--- config.mk ---
export PLATFORM = sky130hd
export DESIGN_NAME = fifo_ctrl_flat
export DESIGN_NICKNAME = d
export VERILOG_FILES = /design/src/rtl/fifo_ctrl_if.sv /design/src/rtl/fifo_ctrl.sv /design/src/flat_wrapper.sv
export SDC_FILE = /design/constraint.sdc
export NUM_CORES = 1
export LEC_CHECK = 0
export BUFFER_PORTS_ARGS = -buffer_cell sky130_fd_sc_hd__clkbuf_2
export CORE_AREA = 2 2 39 41
export DETAILED_ROUTE_END_ITERATION = 8
export DIE_AREA = 0 0 41 43
export MAX_ROUTING_LAYER = met4
export PLACE_DENSITY = 0.64
export SKIP_LAST_GASP = 1
export SYNTH_ARGS = -nofsm -noshare
export SYNTH_HDL_FRONTEND = slang
export SYNTH_SLANG_ARGS = --single-unit
export TNS_END_PERCENT = 1
--- constraint.sdc ---
create_clock -name clk -period 2.65 [get_ports clk]
set_clock_uncertainty 0.05 [all_clocks]
set_input_delay 0.6625 -clock clk [delete_from_list [all_inputs] [get_ports clk]]
set_output_delay 0.6625 -clock clk [all_outputs]
set_load 0.02 [all_outputs]
--- src/rtl/fifo_ctrl_if.sv ---
`default_nettype none
// ============================================================================
// Module      : fifo_ctrl_if
// Description : Handshake and status bundle between the producer/consumer
//               logic (master) and the FIFO pointer/flag controller (slave).
//               Carries push/pop/err_clr requests toward the controller and
//               RAM addressing, write enable and FIFO status back out.
// Parameters  : AW - RAM address width (count is AW+1 bits wide)
// Revision    : 1.0 - initial release
// ============================================================================
interface fifo_ctrl_if #(
  parameter int AW = 2
) ();

  logic          push;
  logic          pop;
  logic          err_clr;
  logic [AW-1:0] wadr;
  logic [AW-1:0] radr;
  logic          wr;
  logic          full;
  logic          empty;
  logic          almost_full;
  logic          almost_empty;
  logic [AW:0]   count;
  logic          overflow;
  logic          underflow;

  modport master (
    output push, pop, err_clr,
    input  wadr, radr, wr, full, empty, almost_full, almost_empty,
           count, overflow, underflow
  );

  modport slave (
    input  push, pop, err_clr,
    output wadr, radr, wr, full, empty, almost_full, almost_empty,
           count, overflow, underflow
  );

endinterface
`default_nettype wire

--- src/rtl/fifo_ctrl.sv ---
`default_nettype none
// ============================================================================
// Module      : fifo_ctrl
// Description : Pointer and flag controller sequencing a simple dual-port RAM
//               (combinational read) as a first-word fall-through FIFO.
//               Drives RAM write/read addresses and write enable; publishes
//               full/empty, occupancy, almost-full/almost-empty thresholds and
//               sticky overflow/underflow flags.
// Ports       : clk      - clock, all state on posedge
//               rst_n    - synchronous active-low reset
//               bus      - fifo_ctrl_if.slave: push, pop, err_clr in;
//                          wadr, radr, wr, full, empty, almost_full,
//                          almost_empty, count, overflow, underflow out
// Options     : FIFO_CTRL_ERR_EN - when defined, compiles in the sticky
//               overflow/underflow flags and err_clr; otherwise both flags
//               are tied low and err_clr is ignored.
// Revision    : 1.0 - initial release
// ============================================================================
module fifo_ctrl #(
  parameter int AW        = 2,
  parameter int DEPTH     = 1 << AW,
  parameter int AFULL_TH  = 3,
  parameter int AEMPTY_TH = 1
) (
  input  logic        clk,
  input  logic        rst_n,
  fifo_ctrl_if.slave  bus
);

  localparam logic [AW:0] c_DEPTH     = DEPTH[AW:0];
  localparam logic [AW:0] c_AFULL_TH  = AFULL_TH[AW:0];
  localparam logic [AW:0] c_AEMPTY_TH = AEMPTY_TH[AW:0];
  localparam logic [AW:0] c_ZERO      = '0;

  // Pointers carry one extra MSB so full and empty remain distinguishable
  // when the address bits coincide; they wrap naturally modulo 2*DEPTH.
  logic [AW:0] r_wptr;
  logic [AW:0] r_rptr;
  logic [AW:0] r_count;
  logic        r_full;
  logic        r_empty;
  logic        r_almost_full;
  logic        r_almost_empty;

  logic        w_push_ok;
  logic        w_pop_ok;
  logic [AW:0] w_count_nxt;

  // A push into a full FIFO is still legal when the head is popped in the
  // same cycle: the write lands on the slot being vacated.
  assign w_push_ok   = bus.push & (~r_full | bus.pop);
  assign w_pop_ok    = bus.pop & ~r_empty;
  assign w_count_nxt = r_count + {{AW{1'b0}}, w_push_ok} - {{AW{1'b0}}, w_pop_ok};

  // Status flags are registered from the next-state count so they never
  // have a combinational path from push/pop.
  always_ff @(posedge clk) begin
    if (!rst_n) begin
      r_wptr         <= '0;
      r_rptr         <= '0;
      r_count        <= '0;
      r_full         <= 1'b0;
      r_empty        <= 1'b1;
      r_almost_full  <= 1'b0;
      r_almost_empty <= 1'b1;
    end else begin
      r_wptr         <= r_wptr + {{AW{1'b0}}, w_push_ok};
      r_rptr         <= r_rptr + {{AW{1'b0}}, w_pop_ok};
      r_count        <= w_count_nxt;
      r_full         <= (w_count_nxt == c_DEPTH);
      r_empty        <= (w_count_nxt == c_ZERO);
      r_almost_full  <= (w_count_nxt >= c_AFULL_TH);
      r_almost_empty <= (w_count_nxt <= c_AEMPTY_TH);
    end
  end

  // RAM captures din on the same edge the write pointer advances.
  assign bus.wr           = rst_n & w_push_ok;
  assign bus.wadr         = r_wptr[AW-1:0];
  assign bus.radr         = r_rptr[AW-1:0];
  assign bus.count        = r_count;
  assign bus.full         = r_full;
  assign bus.empty        = r_empty;
  assign bus.almost_full  = r_almost_full;
  assign bus.almost_empty = r_almost_empty;

`ifdef FIFO_CTRL_ERR_EN
  logic r_overflow;
  logic r_underflow;

  // Sticky error flags; a new error in the same cycle as err_clr wins.
  always_ff @(posedge clk) begin
    if (!rst_n) begin
      r_overflow  <= 1'b0;
      r_underflow <= 1'b0;
    end else begin
      r_overflow  <= (bus.push & r_full & ~bus.pop) | (r_overflow & ~bus.err_clr);
      r_underflow <= (bus.pop & r_empty) | (r_underflow & ~bus.err_clr);
    end
  end

  assign bus.overflow  = r_overflow;
  assign bus.underflow = r_underflow;
`else
  // Rejected requests are silently dropped; err_clr has no function here.
  logic w_unused_err_clr;
  assign w_unused_err_clr = bus.err_clr;

  assign bus.overflow  = 1'b0;
  assign bus.underflow = 1'b0;
`endif

endmodule
`default_nettype wire

--- src/flat_wrapper.sv ---
// flat-port wrapper written by rule: the top's interface ports become plain ports
module fifo_ctrl_flat 
#(
  parameter int AW        = 2,
  parameter int DEPTH     = 1 << AW,
  parameter int AFULL_TH  = 3,
  parameter int AEMPTY_TH = 1
)
  (clk, rst_n, bus_push, bus_pop, bus_err_clr, bus_wadr, bus_radr, bus_wr, bus_full, bus_empty, bus_almost_full, bus_almost_empty, bus_count, bus_overflow, bus_underflow);
  fifo_ctrl_if #(.AW(AW)) bus_i ();
  input  logic clk;
  input  logic rst_n;
  input wire logic [$bits(bus_i.push)-1:0] bus_push;
  input wire logic [$bits(bus_i.pop)-1:0] bus_pop;
  input wire logic [$bits(bus_i.err_clr)-1:0] bus_err_clr;
  output wire logic [$bits(bus_i.wadr)-1:0] bus_wadr;
  output wire logic [$bits(bus_i.radr)-1:0] bus_radr;
  output wire logic [$bits(bus_i.wr)-1:0] bus_wr;
  output wire logic [$bits(bus_i.full)-1:0] bus_full;
  output wire logic [$bits(bus_i.empty)-1:0] bus_empty;
  output wire logic [$bits(bus_i.almost_full)-1:0] bus_almost_full;
  output wire logic [$bits(bus_i.almost_empty)-1:0] bus_almost_empty;
  output wire logic [$bits(bus_i.count)-1:0] bus_count;
  output wire logic [$bits(bus_i.overflow)-1:0] bus_overflow;
  output wire logic [$bits(bus_i.underflow)-1:0] bus_underflow;
  assign bus_i.push = bus_push;
  assign bus_i.pop = bus_pop;
  assign bus_i.err_clr = bus_err_clr;
  assign bus_wadr = bus_i.wadr;
  assign bus_radr = bus_i.radr;
  assign bus_wr = bus_i.wr;
  assign bus_full = bus_i.full;
  assign bus_empty = bus_i.empty;
  assign bus_almost_full = bus_i.almost_full;
  assign bus_almost_empty = bus_i.almost_empty;
  assign bus_count = bus_i.count;
  assign bus_overflow = bus_i.overflow;
  assign bus_underflow = bus_i.underflow;
  fifo_ctrl #(.AW(AW), .DEPTH(DEPTH), .AFULL_TH(AFULL_TH), .AEMPTY_TH(AEMPTY_TH)) u_core (.clk(clk), .rst_n(rst_n), .bus(bus_i));
endmodule
-- Word-level counts from Yosys, hierarchy flattened
Cells that the tools add are included.
- bitwise gates (word level): 6
- add/subtract/negate cells: 4
- $lt $le $gt $ge: 2
- eq/ne operators: 1
- reductions and logical operators: 1
- operators by type and width (operator ; count):
    $add 3x1->3 ; 3
    $and 1x1->1 ; 3
    $eq 3x3->1 const B ; 1
    $ge 3x2->1 const B ; 1
    $le 3x1->1 const B ; 1
    $logic_not 3->1 ; 1
    $sub 3x1->3 ; 1
    $not 1->1 ; 2
    $or 1x1->1 ; 1
- word-level logic and storage cells: 21
- register bits: 13
- input port bits: 5
- output and inout bits: 14

-- Depth between registers and ports, before layout
Gate-level depths: netlist of the first run.
- depth after elaboration: 6
- mapped depth: 8
- mapped depth without buffers: 8

-- Least setup slack after synthesis of the first run
No wires, ideal clock.
- path kind: input to register
- start: input port bus_pop
- end: register u_core.r_full, in the netlist u_core.bus.full
- path buffers: 0
- required time: 2480 ps
- data arrival time: 2041 ps
- path slack: 439 ps
- stages: 8
- library setup time: 120 ps
- cells stage by stage: nor2b_1 > nand2b_1 > nand2_1 > ha_1 > fa_1 > xnor3_2 > and2_4 > nor3b_1
- longest elaborated chain between the ends: 5
- elaborated cells between the ends (all ways): 6
- those cells by class: add/sub: 2; eq/ne: 1; bitwise: 3
- RTL lines (element ; RTL line ; text):
    from (decl) ; flat_wrapper.sv:14 ; input wire logic [$bits(bus_i.pop)-1:0] bus_pop;
    $or 1x1->1 ; fifo_ctrl.sv:51 ; assign w_push_ok = bus.push & (~r_full | bus.pop);
    $and 1x1->1 ; fifo_ctrl.sv:51 ;
    $add 3x1->3 ; fifo_ctrl.sv:53 ; assign w_count_nxt = r_count + {{AW{1'b0}}, w_push_ok} - {{AW{1'b0}}, w_pop_ok};
    $sub 3x1->3 (*) ; fifo_ctrl.sv:53 ;
    $eq 3x3->1 (*) ; fifo_ctrl.sv:70 ; r_full <= (w_count_nxt == c_DEPTH);
    to (signal assigned) ; fifo_ctrl.sv:70 ;
    to (decl) ; fifo_ctrl.sv:40 ; logic r_full;
Mark *: on every way between the ends. The rest lies on a longest branch, timed or not.
A chain may end at the register's enable or synchronous reset.

-- Final worst setup path of the first run
- start: input port bus_pop
- end: output port bus_wr
- longest elaborated chain between the ends: 3
- RTL lines (element ; RTL line ; text):
    $or 1x1->1 ; fifo_ctrl.sv:51 ;
    $and 1x1->1 ; fifo_ctrl.sv:51 ;
    $and 1x1->1 ; fifo_ctrl.sv:78 ; assign bus.wr = rst_n & w_push_ok;
    to (decl) ; flat_wrapper.sv:18 ; output wire logic [$bits(bus_i.wr)-1:0] bus_wr;
No other way between the ends.

==> results of run 1 <==
[state kept, by name (all words and copies together), names as in the netlist]
| register | flops |
|---|---|
| u_core.bus.empty | 1 |
| u_core.bus.full | 1 |
| u_core.r_wptr | 2 |
| u_core.r_rptr | 2 |
| u_core.bus.count | 3 |
| u_core.bus.almost_full | 1 |
| u_core.bus.almost_empty | 1 |
[cell type report]
cell class	instances	area (sq um)	area share (%)
sequential	11	220	38.5
timing repair buffer	15	75.1	13.1
inverter	2	7.51	1.31
clock buffer	4	26.3	4.60
tap	16	20.0	3.50
multi-input combinational	28	223	38.9
[worst reg2reg max path: stages, from the launching register on]
cell	delay [ns]
dfxtp_1	0.36
nor2b_1	0.08
nand2b_1	0.12
nand2_1	0.07
ha_1	0.19
fa_1	0.37
xnor3_2	0.27
and2_4	0.18
nor3b_1	0.13
[logic make-up after synthesis]
family | after synthesis
other | 1
AO/OA/AOI/OAI | 5
AND/OR/NAND/NOR | 14
XOR/XNOR | 4
adder cells (fa/ha/maj) | 3
buffers and inverters | 5
flip-flops | 11
[routing by layer]
metal	track usage, %	share of wire [%]	vias to the layer above
li1	-	-	168
met4	10.0	2.5	0
met5	-	0	-
met3	4.71	6.0	2
met1	11.3	45	136
met2	14.7	46	12
[synthesized netlist by cell type (all sizes together), types with 2 or more instances]
master	count
inv	2
o21ai	2
ha	2
and2	8
nor2b	2
dfxtp	11
xor2	2
buf	2
[path summary, 6_finish.rpt]
check                        start                to  slack [ns]  cells after the start
hold reg to reg   u_core.r_wptr[1]  u_core.r_wptr[1]        0.53                      2
hold / removal    u_core.r_wptr[1]  u_core.r_wptr[1]        0.53                      2
setup / recovery           bus_pop            bus_wr        0.52                      5
setup reg to reg  u_core.bus.empty   u_core.bus.full        0.73                      8
[metrics by stage]
stage | setup slack (ns) | hold slack, ns | instance area (sq um)
3_3_place_gp | 0.248 | 0.507 | 546
3_5_place_dp | 0.234 | 0.520 | 546
4_1_cts | 0.502 | 0.541 | 572
5_1_grt | 0.418 | 0.586 | 572
2_1_floorplan | 0.439 | 0.587 | 469
6_report | 0.524 | 0.534 | 572
[power breakdown]
group	leakage, nW	switching [W]	internal (W)	total [W]
registers	0.0910	0.0000328	0.000225	0.000258
clock network	0.0150	0.0000533	0.0000581	0.000111
logic	0.179	0.000197	0.000161	0.000357
==> metrics.md, run 1 <==
| Metric | Value |
|---|---|
| Layout cells sized above 1 | 33.3% |
| Leakage | 0.285 nW |
| Nets | 69 |
| Mapped Cells | 43 |
| VDD IR max | 0.381 mV |
| Setup TNS Final | 0 ns |
| I/O Buffers | 15 |
| DR WL/cell | 9.83 um |
| Post-layout util | 41.3% |
| Die area | 0.00176 sq mm |
| Initial antenna violation count | 0 |
| Initial Util | 33.6% |
| CTS tree | yes |
| H-tree Lvls | 1 |
| CTS clock-pin slew for the worst setup and hold paths | 0.07 ns |
| Antenna diode count | 0 |
| Vias | 318 |
| Post-DP HPWL | 591 um |
| Crit start category | input pin |
| Critical path data required time | 1.94 ns |
| Final count of hold timing violations | 0 |
| DRT Wirelength | 747 um |
| Crit Path Class | input pin to output pin |
| Post-synthesis mux area share | 0% |
| Post-Synth XOR/XNOR Area | 10.8% |
| Number of global-route vias before repair | 290 |
| Crit-path cells | clkbuf_2 -> inv_1 -> a21boi_0 -> and2_1 -> clkbuf_2 |
| Post-Synth Adder-Cell Area | 9.68% |
| Total grt overflow | 0 |
| Hold_buf cts | 0 |
| CTS resizes | 0 |
| Min Tclk post-route | 2.13 ns |
| #FFs+latches synth | 11 |
| IO Count | 19 |
| Cell Rows | 14 |
| Largest family of logic cells by synthesized area | simple AND/OR/NAND/NOR gates |
| Die W | 41 um |
| Top-area cell type share of the netlist area | 47.3% |
| Die H | 43 um |
| Async S/R FF share, synth | 0% |
| Cts bufs inserted | 3 |
| Top cell family by delay on the critical path | buffers and inverters |
| Post-route ant nets | 0 |
| Sequential-to-total area share from yosys stat | 47.3% |
| DRT Pass-1 Iters | 2 |
| Number of warnings issued by yosys | 0 |
| Synthesized cell area | 465 sq um |
| First-pass GRT wire length | 1120 um |
| Post-synth top flop | dfxtp_1 |
| Final period util | 80.2% |
| Worst path most repeated cell | clkbuf_2 |
| PD cells | 1270 mW/mm^2 |
| Compound-gate portion of the synthesized area | 6.45% |
| Vias per inst | 4.18 |
| Post-CTS Setup Repair Bufs | 0 |
| Critical-path top delay cell | a21boi_0 |
| Clock sink total | 11 |
| Hold/Removal Path Class | register to register |
| Pwr Total | 0.000727 W |
| CP Capture Type | output pin |
| Post-synth top area cell | dfxtp_1 |
| RSZ-0062 raised after global routing | false |
| Synth Area in Simple Gates | 19.4% |
| Number of synthesized flops with an enable pin | 0 |
| Crit path buffers/inverters | 3 |
| Cells after DPL | 72 |
| Remaining DRCs | 0 |
| Largest net degree at the start of global routing | 12 |
| CP arrival | 1.41 ns |
| Number of max-cap violations | 0 |
| Distinct cells, synth | 21 |
| Status | complete, no violations |
| Max Clk Rate | 0.470 GHz |
| Post-Layout Cell Count | 76 |
| Final setup vio count | 0 |
| Iter 0 DRT Violations | 2 |
| Most common cell after layout, fill and taps aside | clkbuf_2 |
| Clock insertion delay at the later pin of the skew report | 0.26 ns |
| Synth-to-layout area growth | 22.8% |
| # fillers | 142 |
| Clock Root Buffer | clkbuf_4 |
| Gpl congestion | 0.641 |
| Worst stage delay on the critical path | 0.28 ns |
| Core Region | 0.00138 sq mm |
| Crit-path max FO | 3 |
| CTS Buffer Depth | 2 |
| Overall Global Routing Usage | 10.9% |
| Most frequent cells in the layout | 15 x clkbuf_2, 11 x dfxtp_1, 7 x and2_1 |
| Ranking of synthesized cells by area | dfxtp_1 47%, and2_1 9.4%, ha_1 5.4%, xnor3_2 5.1%, fa_1 4.3% |
| Pins Over Slew Limit | 0 |
| Post-Syn Area per Cell | 10.8 sq um |
No activity file was read; power rests on OpenSTA's default activity.
==> run 2: changes to the inputs <==
--- a/config.mk
+++ b/config.mk
@@ -10,7 +10,7 @@
 export DETAILED_ROUTE_END_ITERATION = 8
 export DIE_AREA = 0 0 41 43
 export MAX_ROUTING_LAYER = met4
-export PLACE_DENSITY = 0.64
+export PLACE_DENSITY = 0.66
 export SKIP_LAST_GASP = 1
 export SYNTH_ARGS = -nofsm -noshare
 export SYNTH_HDL_FRONTEND = slang
==> constraint.sdc (replaced) <==
create_clock -name clk -period 1.89 [get_ports clk]
set_clock_uncertainty 0.05 [all_clocks]
set_input_delay 0.4725 -clock clk [delete_from_list [all_inputs] [get_ports clk]]
set_output_delay 0.4725 -clock clk [all_outputs]
set_load 0.02 [all_outputs]
==> run 2 against run 1 <==
Sequential share of layout area is 2.2 points lower. Combinational power rose by 50%. Highest routed layer unchanged. Worst hold slack lost 0.039 ns.
==> metrics.md, run 2 (same netlist as run 1, synthesis figures left out) <==
| Metric | Value |
|---|---|
| Die W | 41 um |
| Vias | 342 |
| Cts bufs inserted | 3 |
| Final period util | 97.0% |
| Layout cells sized above 1 | 43.8% |
| Initial Util | 33.6% |
| DR WL/cell | 9.40 um |
| Reg2Reg Depth | 8 |
| Status | complete, no violations |
| Reg2reg end | u_core.bus.full |
| Min Tclk post-route | 1.83 ns |
| Largest net degree at the start of global routing | 11 |
| Met2 usage | 14.4% |
| GR Util met3 | 3.14% |
| Clock Root Buffer | clkbuf_4 |
| Worst Slack Setup Final | 0.0565 ns |
| Gpl congestion | 0.656 |
| Most frequent cells in the layout | 15 x clkbuf_2, 10 x dfxtp_1, 7 x and2_1 |
| Critical path data required time | 1.37 ns |
| First-pass GRT wire length | 1150 um |
| Total grt overflow | 0 |
| Core Region | 0.00138 sq mm |
| CTS clock-pin slew for the worst setup and hold paths | 0.07 ns |
| Hold/Removal Path Class | input pin to register |
| H-tree Lvls | 1 |
| Final count of hold timing violations | 0 |
| Clock insertion delay at the later pin of the skew report | 0.27 ns |
| Number of max-cap violations | 0 |
| Pins Over Slew Limit | 0 |
| DRT Pass-1 Iters | 2 |
| Crit. Startpoint | bus_pop |
| Post-DP HPWL | 619 um |
| Max reg flops | 3 |
| RSZ-0062 raised after global routing | false |
| VDD IR max | 0.626 mV |
| Remaining DRCs | 0 |
| Crit Path Class | input pin to output pin |
| Die H | 43 um |
| Synth-to-layout area growth | 30.9% |
| Post-route ant nets | 0 |
| Crit start category | input pin |
| Most common cell after layout, fill and taps aside | clkbuf_2 |
| Max Clk Rate | 0.545 GHz |
| Worst R2R Setup Slack | 0.14 ns |
| Initial antenna violation count | 0 |
| CTS tree | yes |
| Final setup vio count | 0 |
| Grt met1 use | 11.9% |
| Crit-path max FO | 3 |
| Setup TNS Final | 0 ns |
| Overall Global Routing Usage | 10.7% |
| Nets | 73 |
| DRT Wirelength | 752 um |
| R2r startpoint | u_core.bus.empty |
| Vias per inst | 4.28 |
| PD cells | 1740 mW/mm^2 |
| Iter 0 DRT Violations | 2 |
| IO Count | 19 |
| CTS Buffer Depth | 2 |
| Leakage | 0.305 nW |
| Antenna diode count | 0 |
| Clock sink total | 11 |
| Place WS | -0.202 ns |
| End of the critical path | bus_wr |
| CP Capture Type | output pin |
| Number of global-route vias before repair | 294 |
| Die area | 0.00176 sq mm |
| Grt peak-use layer | met2 |
| Cell Rows | 14 |
| I/O Buffers | 15 |
| CP arrival | 1.31 ns |
| Final hold slack | 0.495 ns |
-- run 2: layout make-up --
cell class	instances	area (sq um)
Sequential cell	11	221
Clock buffer	3	22.5
Inverter	2	7.51
Clock inverter	1	5.00
Tap cell	16	20.0
Multi-Input combinational cell	28	228
Fill cell	146	774
Timing Repair Buffer	19	105
-- run 2: how the worst min path moves through the flow --
stage / slack (ns) / cells past startpoint / start / end
2_1_floorplan: 0.57 / 1 / rst_n / u_core.bus.count[2]
6_report: 0.49 / 3 / rst_n / u_core.bus.empty
5_1_grt: 0.50 / 3 / rst_n / u_core.bus.empty
3_3_place_gp: 0.51 / 2 / u_core.r_wptr[1] / u_core.r_wptr[1]
3_5_place_dp: 0.52 / 2 / u_core.r_rptr[1] / u_core.r_rptr[1]
4_1_cts: 0.49 / 3 / rst_n / u_core.bus.empty
-- run 2: layer usage --
metal  up-vias  wire length, um  share of wire (%)
li1        174                -                  -
met1       151              328                 44
met2        13              340                 45
met3         4               51                6.8
met4         0               32                4.3
met5         -                0                  0
-- run 2: where the power goes --
| part | switching (W) | internal (W) | leakage (nW) | total (W) |
|---|---|---|---|---|
| clock network | 0.0000800 | 0.0000783 | 0.0177 | 0.000158 |
| logic | 0.000281 | 0.000254 | 0.196 | 0.000535 |
| registers | 0.0000468 | 0.000318 | 0.0909 | 0.000365 |
| total | 0.000407 | 0.000651 | 0.305 | 0.00106 |
-- run 2: through the flow --
step	util [%]	instance area (sq um)	power, W	std cells
floorplan	-	474	0.000751	44
global placement	42.0	581	0.000899	76
detailed placement	42.0	581	0.000912	76
CTS	43.9	608	0.00107	80
global route	44.0	609	0.00115	80
finish	44.0	609	0.00106	80
-- run 2: what timing repair did --
action | in CTS | in global routing
hold buffers | 0 | 0
gates resized for setup | 0 | 2
setup endpoints to repair | 0 | 1
endpoints found under the hold margin | 0 | 0
setup buffers | 0 | 0
-- run 2: critical path, cell delays in order --
cell and delay [ns]:
clkbuf_2 0.10, inv_1 0.05, a21boi_0 0.25, buf_4 0.17, and2_1 0.11, clkbuf_2 0.16
